**src/rtl/seg_display_scheduler.sv**
```systemverilog
// seg_display_scheduler: time-shares a 4-digit hex display between N_SRC value sources with dwell rotation, manual advance/hold and a blinking one-shot alert
// Ports: clk, rst_n (async, active-low); src_val/src_valid (packed per-source values and valid levels);
// btn_next (advance pulse), hold (freeze dwell), alert_req/alert_val (alert request and value);
// alert_ack (accept pulse), disp_val/disp_blank (registered display value and per-digit blank),
// cur_src (source shown), in_alert (alert on display).
module seg_display_scheduler #(
    parameter int N_SRC        = 4,
    parameter int DWELL_CYCLES = 100_000_000,
    parameter int ALERT_CYCLES = 200_000_000,
    parameter int BLINK_CYCLES = 25_000_000,
    parameter int LZ_BLANK     = 1
) (
    input  logic                                        clk,
    input  logic                                        rst_n,
    input  logic [16*N_SRC-1:0]                         src_val,
    input  logic [N_SRC-1:0]                            src_valid,
    input  logic                                        btn_next,
    input  logic                                        hold,
    input  logic                                        alert_req,
    input  logic [15:0]                                 alert_val,
    output logic                                        alert_ack,
    output logic [15:0]                                 disp_val,
    output logic [3:0]                                  disp_blank,
    output logic [((N_SRC > 1) ? $clog2(N_SRC) : 1)-1:0] cur_src,
    output logic                                        in_alert
);
    localparam int CW = (N_SRC > 1) ? $clog2(N_SRC) : 1;
    localparam int DW = (DWELL_CYCLES > 1) ? $clog2(DWELL_CYCLES) : 1;
    localparam int AW = (ALERT_CYCLES > 1) ? $clog2(ALERT_CYCLES) : 1;
    localparam int BW = (BLINK_CYCLES > 1) ? $clog2(BLINK_CYCLES) : 1;
    localparam logic [DW-1:0] DWELL_LAST = DW'(DWELL_CYCLES - 1);
    localparam logic [AW-1:0] ALERT_LAST = AW'(ALERT_CYCLES - 1);
    localparam logic [BW-1:0] BLINK_LAST = BW'(BLINK_CYCLES - 1);

    typedef enum logic [1:0] {IDLE, SHOW, ALERT} state_t;

    state_t          state_q, state_d;
    logic [CW-1:0]   cur_src_q, cur_src_d;
    logic [DW-1:0]   dwell_q, dwell_d;
    logic [AW-1:0]   alert_cnt_q, alert_cnt_d;
    logic [BW-1:0]   blink_cnt_q, blink_cnt_d;
    logic            blink_on_q, blink_on_d;
    logic [15:0]     alert_val_q, alert_val_d;
    logic [15:0]     disp_val_q, disp_val_d;
    logic [3:0]      disp_blank_q, disp_blank_d;
    logic            alert_ack_q, alert_ack_d;
    logic            in_alert_q, in_alert_d;
    logic [CW-1:0]   nxt_idx, low_idx, idx;
    logic            any_valid, accept;
    logic [15:0]     shown;
    logic [3:0]      lead_zero;

    // Round-robin search: scanning offsets downward lets the smallest offset win.
    // With no other valid source the result stays at cur_src.
    always_comb begin
        nxt_idx = cur_src_q;
        low_idx = '0;
        idx     = '0;
        for (int k = N_SRC - 1; k >= 1; k--) begin
            idx = CW'((int'(cur_src_q) + k) % N_SRC);
            if (src_valid[idx]) nxt_idx = idx;
        end
        for (int i = N_SRC - 1; i >= 0; i--) begin
            if (src_valid[i]) low_idx = CW'(i);
        end
        any_valid = |src_valid;
    end

    always_ff @(posedge clk or negedge rst_n) begin
        if (!rst_n) begin
            state_q      <= IDLE;
            cur_src_q    <= '0;
            dwell_q      <= '0;
            alert_cnt_q  <= '0;
            blink_cnt_q  <= '0;
            blink_on_q   <= 1'b1;
            alert_val_q  <= '0;
            disp_val_q   <= '0;
            disp_blank_q <= 4'hF;
            alert_ack_q  <= 1'b0;
            in_alert_q   <= 1'b0;
        end else begin
            state_q      <= state_d;
            cur_src_q    <= cur_src_d;
            dwell_q      <= dwell_d;
            alert_cnt_q  <= alert_cnt_d;
            blink_cnt_q  <= blink_cnt_d;
            blink_on_q   <= blink_on_d;
            alert_val_q  <= alert_val_d;
            disp_val_q   <= disp_val_d;
            disp_blank_q <= disp_blank_d;
            alert_ack_q  <= alert_ack_d;
            in_alert_q   <= in_alert_d;
        end
    end

    // Alert acceptance outranks everything else in IDLE/SHOW, so a same-cycle
    // btn_next or dwell expiry is simply dropped.
    always_comb begin
        state_d     = state_q;
        cur_src_d   = cur_src_q;
        dwell_d     = dwell_q;
        alert_cnt_d = alert_cnt_q;
        blink_cnt_d = blink_cnt_q;
        blink_on_d  = blink_on_q;
        alert_val_d = alert_val_q;
        accept      = 1'b0;
        if (state_q != ALERT && alert_req) begin
            accept      = 1'b1;
            state_d     = ALERT;
            alert_val_d = alert_val;
            alert_cnt_d = '0;
            blink_cnt_d = '0;
            blink_on_d  = 1'b1;
        end else if (state_q == IDLE) begin
            if (any_valid) begin
                state_d   = SHOW;
                cur_src_d = low_idx;
                dwell_d   = '0;
            end
        end else if (state_q == SHOW) begin
            if (!any_valid) begin
                state_d = IDLE;
                dwell_d = '0;
            end else if (!src_valid[cur_src_q] || btn_next || (!hold && dwell_q == DWELL_LAST)) begin
                cur_src_d = nxt_idx;
                dwell_d   = '0;
            end else if (!hold) begin
                dwell_d = dwell_q + 1'b1;
            end
        end else begin
            alert_cnt_d = alert_cnt_q + 1'b1;
            blink_cnt_d = (blink_cnt_q == BLINK_LAST) ? '0 : blink_cnt_q + 1'b1;
            blink_on_d  = (blink_cnt_q == BLINK_LAST) ? !blink_on_q : blink_on_q;
            if (btn_next || alert_cnt_q == ALERT_LAST) begin
                state_d     = any_valid ? SHOW : IDLE;
                cur_src_d   = src_valid[cur_src_q] ? cur_src_q : nxt_idx;
                dwell_d     = '0;
                alert_cnt_d = '0;
                blink_cnt_d = '0;
                blink_on_d  = 1'b1;
            end
        end
    end

    // Outputs are computed from the state being entered, so the registered
    // display always matches the registered cur_src/in_alert.
    always_comb begin
        shown        = src_val[16*cur_src_d +: 16];
        lead_zero    = {~|shown[15:12], ~|shown[15:8], ~|shown[15:4], 1'b0};
        alert_ack_d  = accept;
        in_alert_d   = state_d == ALERT;
        disp_val_d   = (state_d == ALERT) ? alert_val_d : (state_d == SHOW) ? shown : 16'h0;
        disp_blank_d = (state_d == ALERT) ? {4{!blink_on_d}} :
                       (state_d == SHOW)  ? ((LZ_BLANK != 0) ? lead_zero : 4'h0) : 4'hF;
    end

    assign alert_ack  = alert_ack_q;
    assign disp_val   = disp_val_q;
    assign disp_blank = disp_blank_q;
    assign cur_src    = cur_src_q;
    assign in_alert   = in_alert_q;
endmodule

```
**config.mk**
```make
export PLATFORM = sky130hd
export DESIGN_NAME = seg_display_scheduler
export DESIGN_NICKNAME = d
export VERILOG_FILES = /design/src/rtl/seg_display_scheduler.sv
export SDC_FILE = /design/constraint.sdc
export NUM_CORES = 1
export LEC_CHECK = 0
export ABC_AREA = 1
export CAP_MARGIN = 20
export CORE_UTILIZATION = 59
export DETAILED_ROUTE_END_ITERATION = 10
export PLACE_DENSITY = 0.87
export SETUP_SLACK_MARGIN = 0.2
export SKIP_CTS_REPAIR_TIMING = 1
export SLEW_MARGIN = 20
export SYNTH_ARGS = -nofsm -noshare
export SYNTH_HDL_FRONTEND = slang
export SYNTH_SLANG_ARGS = --single-unit
```
**constraint.sdc**
```tcl
create_clock -name clk -period 6.55 [get_ports clk]
set_input_delay 1.31 -clock clk [delete_from_list [all_inputs] [get_ports clk]]
set_output_delay 1.31 -clock clk [all_outputs]
set_load 0.03 [all_outputs]
```
Word-level counts from Yosys, hierarchy flattened. Cells that the tools add are included.

Div/mod/pow operators: 0. Eq/ne operators: 11. Shift-type cells: 1. Mux-type cells: 57. Bitwise operators: 1. Multipliers: 0. Reductions and logical operators: 20. Add/sub/neg operators: 6. Magnitude comparators: 4.

Operators with widths (number): $mux 27 (7); $mux 25 (5); $mux 28 (4); $shiftx 64x7->16 (1); $mux 16 (3); $mux 2 (21); $add 28x1->28 const B (1); $eq 28x28->1 const B (1); $add 27x1->27 const B (1); $eq 27x27->1 const B (1); $add 25x1->25 const B (1); $eq 25x25->1 const B (1); $lt 2x3->1 const B (4); $reduce_or 12->1 (1); $mux 1 (11); $bmux 1 s2 (4); $mux 4 (2); $ne 2x2->1 const B (4); $reduce_or 4->1 (2); $reduce_or 8->1 (1); $logic_not 1->1 (7); $ne 5x4->1 const B (1); $add 2x2->2 const B (2); $eq 2x1->1 const B (2); 9 further kinds (12).

Input port bits: 89. Bits in registers: 123. Latch bits: 0. Memories kept: 0. Output and inout port bits: 24. Logic and storage cells: 111. Bits in writable memories: 0. Bits in read-only memories: 0.

Longest topological paths before layout.
Depth after elaboration: 16. Mapped depth: 22. Mapped depth without buffers: 21.

Worst setup path after synthesis. No wires, ideal clock.

Path kind: in2reg. From: input port src_valid[1]. To: register disp_blank_q[1] (netlist: disp_blank[1]). Setup slack: 3.668 ns. Data required time: 6.488 ns. Library setup time: 0.062 ns. Data arrival time: 2.820 ns. Stages: 20. Path buffers: 1. Path through: inv_1 -> nand2_1 -> nand3_2 -> nand2_1 -> inv_1 -> nor2_1 -> nand2_1 -> inv_1 -> nand2_1 -> nand2_1 -> nand2_1 -> nand2_2 -> nor2_2 -> nor2_8 -> buf_6 -> nand3_1 -> nand3_1 -> nor2_1 -> nand3_1 -> nand2_1.

Longest elaborated chain between the ends: 15. Elaborated cells between the ends (all ways): 39. Those cells by class: 2 x eq/ne; 1 x shift; 30 x mux; 6 x reduce/logical.

RTL lines: start, declared (line 16) `input logic [N_SRC-1:0] src_valid,`; $bmux 1 s2, on equally long branches (line 61, 125, 137); $mux 1, on equally long branches (line 61, 125, 137); $mux 2 or $logic_not 1->1 (tied branches) (line 61, 125); $mux 2 or $logic_or 1x1->1 (tied branches) (2 in series) (line 61, 125); $mux 2, on equally long branches (line 137, 125); $mux 2, on equally long branches (line 135, 122); $mux 2 (line 121) `end else if (state_q == SHOW) begin`; $mux 2 (line 115) `end else if (state_q == IDLE) begin`; $mux 2 (line 108) `if (state_q != ALERT && alert_req) begin`; $shiftx 64x7->16 (line 149) `shown = src_val[16*cur_src_d +: 16];`; $reduce_or 12->1 (line 150) `lead_zero = {~|shown[15:12], ~|shown[15:8], ~|shown[15:4], 1'b0};`; $logic_not 1->1 (line 150); $mux 4 (line 155) `(state_d == SHOW) ? ((LZ_BLANK != 0) ? lead_zero : 4'h0) : 4'hF;`; $mux 4 (*) (line 154) `disp_blank_d = (state_d == ALERT) ? {4{!blink_on_d}} :`; via disp_blank_d[1] (line 45) `logic [3:0] disp_blank_q, disp_blank_d;`; end signal, assigned (line 91) `disp_blank_q <= disp_blank_d;`; end, declared (line 45).

The timed path passes the listed nets; every way through them passes the cells marked *. The select of a mux whose other input is x is not followed. A chain may end at the register's enable or synchronous reset.

Worst setup path in the final report.
From: input port alert_req. To: register disp_blank_q[1] (netlist: disp_blank[1]).

Longest elaborated chain between the ends: 7. Elaborated cells between the ends (all ways): 12. Those cells by class: 2 x eq/ne; 1 x shift; 5 x mux; 4 x reduce/logical.

RTL lines: start, declared (line 19) `input logic alert_req,`; $logic_and 1x1->1 (*) (line 108); $mux 2 (line 108); $shiftx 64x7->16 (line 149); $reduce_or 12->1 (line 150); $logic_not 1->1 (line 150); $mux 4 (line 155); $mux 4 (*) (line 154); via disp_blank_d[1] (line 45).

The timed path passes the listed nets; every way through them passes the cells marked *.

==> flow_metrics.tcl <==
set metrics [dict create \
    outcome "finished, violations left" \
    failed_checks "DRC" \
    cp_slowest_cell "sky130_fd_sc_hd__nand2_1" \
    worstHoldPathCells 2 \
    yosys_most_used_dff "sky130_fd_sc_hd__dfrtp_1" \
    tritoncts.num_buffers 17 \
    post-route-drc-count 1 \
    arrival_time_at_the_worst_endpoint_ns 4.46 \
    final_cell_mix "sky130_fd_sc_hd__nand2_1, sky130_fd_sc_hd__nand3_1, sky130_fd_sc_hd__dfrtp_1" \
    static-leakage-power_nw 3.91 \
    post-place-cells 1182 \
    achievable-frequency_mhz 243 \
    setup.worst_path.end_class "flip-flop" \
    hpwl_mm 12.6 \
    maxSlewHeadroom_pct 41.3 \
    number_of_distinct_library_cells_after_synthesis 42 \
    timing_worst_setup_path_type "in -> reg" \
    port_buffers 112 \
    clock_period_minus_final_worst_setup_slack_ns 4.11 \
    finalCritPeriodShare_pct 62.8 \
    wl_per_cell_um 15.4 \
    start_kind "input port" \
    critical_path.n_buffers_inverters 4 \
    clockRootBuffer "sky130_fd_sc_hd__clkbuf_16" \
    synth-edff-count 0 \
    layout_commonest_cell "sky130_fd_sc_hd__nand2_1" \
    synth.yosys.seq_area_share_pct 43.5 \
    critPathTopFamily "simple AND/OR/NAND/NOR gates" \
    design.die.area_um2 12500 \
    postSynthRegisterBits 123 \
    rsz0062_at_grt "no" \
    grt_start_max_net_pins 72 \
    syn-mean-instance-area_um2 7.44 \
    clk-insertion-delay-late_ns 0.42 \
    preCtsSetupSlack_ns 2.10 \
    wire_length_of_the_first_global_routing_pass_mm 31.0 \
    critical-path-max-stage-delay_ns 0.68 \
    hold_path_class "reg -> reg" \
    finalNonFillerCells 1214 \
    final.setup.worst_slack_ns 2.44 \
    chipHeight_um 112 \
    num-nets-final 1150 \
    gpl.final_weighted_congestion 0.900 \
    syn_area_um2 7100 \
    ios 113 \
    initial_antenna_violation_count 0 \
    mappedNetlistNets 1046 \
    worstMarginPinSlew_ns 0.880 \
    cts_num_sinks 123 \
    design.core.area_um2 11600 \
    floorplan.die.width_um 112 \
    timing.setup.tns_ns 0 \
    route.vias.total 6994 \
    cts.clk_slew.worst_paths_ns 0.05 \
    timing_hold_violations_final 0 \
    ctsLongestPathBuffers 2 \
    global_route.overflow_total 0 \
    synth-async-reset-ratio_pct 100 \
    final-setup-viol-count 0 \
    cap_violations 0 \
    drt_first_iter_violations 690 \
    syn_to_final_growth_pct 24.7 \
    r2r_worst_path_depth 11 \
    finalClockSkew_ns 0.00786 \
    power_density_over_the_cells_nw_per_um2 317 \
    vdd_ir_drop_max_v 0.000187 \
    worstPathMaxFanout 41 \
    vias_per_cell 5.76 \
    critPathRequiredTime_ns 6.90 \
    cts_tree "yes" \
    cts-htree-levels 4 \
    final-max-slew-violation-count 0 \
    track_usage_pct 31.3 \
    postRouteAntennaNets 0 \
    final_layout_size_suffix_gt1_share_pct 6.26 \
    cp_cell_sequence "clkdlybuf4s50_1, o21ai_2, buf_4, inv_1, nand2_1, nand2_4, inv_2, nand2_1, nand3_1, nand3_1, nor2_1, nand3_1, nand2_1" \
    grt_pass1_vias 6518 \
    drt_wl_total_mm 18.7 \
    insertedDiodeCount 0 \
    number_of_stages_on_the_worst_setup_path 13 \
    synthesis.instances 954 \
    synth-warning-count 0 \
    start_util_pct 61.4 \
    placementRows 39 \
    drt_pass1_iterations 9 \
]
## Yosys cell counts (3+ instances only)
cell type	n	area, um^2
sky130_fd_sc_hd__nand2_1	257	965
sky130_fd_sc_hd__dfrtp_1	118	2950
sky130_fd_sc_hd__nand3_1	118	591
sky130_fd_sc_hd__inv_1	104	390
sky130_fd_sc_hd__nor2_1	72	270
sky130_fd_sc_hd__o21ai_0	46	230
sky130_fd_sc_hd__xor2_1	43	377
sky130_fd_sc_hd__nor3_1	33	165
sky130_fd_sc_hd__o22ai_1	30	188
sky130_fd_sc_hd__a21oi_1	25	125
sky130_fd_sc_hd__clkbuf_1	17	63.8
sky130_fd_sc_hd__nand4_1	14	87.6
sky130_fd_sc_hd__nor4_1	8	50.1
sky130_fd_sc_hd__buf_6	5	56.3
sky130_fd_sc_hd__dfstp_2	5	131
sky130_fd_sc_hd__inv_2	5	18.8
sky130_fd_sc_hd__a31oi_1	4	25.0
sky130_fd_sc_hd__buf_2	4	20.0
sky130_fd_sc_hd__nand2_2	4	25.0
sky130_fd_sc_hd__nor2_2	4	25.0
sky130_fd_sc_hd__buf_1	3	11.3
sky130_fd_sc_hd__ha_1	3	37.5
sky130_fd_sc_hd__nand3_2	3	30.0
sky130_fd_sc_hd__o21ai_1	3	15.0
sky130_fd_sc_hd__o31ai_1	3	22.5
## logic make-up after synthesis
group / share of synthesized area, %
AO/OA/AOI/OAI: 9.62
flip-flops: 43.5
buffers and inverters: 8.16
adder cells (fa/ha/maj): 0.529
AND/OR/NAND/NOR: 32.7
XOR/XNOR: 5.55
## area by class of cell
cell class,count,area [um^2]
Tap cell,143,179
Clock inverter,12,121
Inverter,110,413
Fill cell,803,2710
Multi-Input combinational cell,690,3440
Sequential cell,123,3080
Clock buffer,20,467
Timing Repair Buffer,116,1150
## sequential cells by signal, summed over array words and instances, names as in the netlist
register / count
alert_ack: 1
alert_cnt_q: 28
alert_val_q: 16
blink_cnt_q: 25
blink_on_q: 1
cur_src: 2
disp_blank: 4
disp_val: 16
dwell_q: 27
in_alert: 1
state_q: 2
## metal layers
metal  part of all wire, %  vias up  global-route usage, %
met5                     0        -                      0
met4                   3.2        0                   13.1
met3                   6.5       59                   6.59
met2                    48      335                   51.0
met1                    42     3256                   40.6
li1                      -     3344                      -
## metrics by stage
stage	hold WS (ns)	cell area [um^2]	util, %	power [W]
final	0.480	8850	76.5	0.00280
after floorplan	0.445	7100	-	0.00158
after detailed placement	0.465	8260	71.4	0.00187
after global placement	0.459	8260	71.4	0.00185
after global routing	0.514	8850	76.5	0.00294
after CTS	0.484	8850	76.5	0.00279
## where the power goes
part           switching [W]  internal, W
Combinational       0.000631     0.000333
Sequential         0.0000613     0.000852
Clock               0.000342     0.000585
## path summary, 6_finish.rpt
kind	start	to	slack, ns
min	alert_val_q[14]	alert_val_q[14]	0.48
min reg2reg	alert_val_q[14]	alert_val_q[14]	0.48
min in group asynchronous	rst_n	alert_cnt_q[13]	1.00
max in group asynchronous	rst_n	disp_val[13]	4.38
max	alert_req	disp_blank[1]	2.44
max reg2reg	state_q[1]	disp_val[8]	2.86
## worst register-to-register path: cells and delay by family (launching register included)
family | cells | cell delay [ns]
buf+inv | 4 | 1.56
simple gates | 4 | 1.30
flops | 1 | 0.38
compound gates | 3 | 0.38
(Power assumes the default switching activity.)
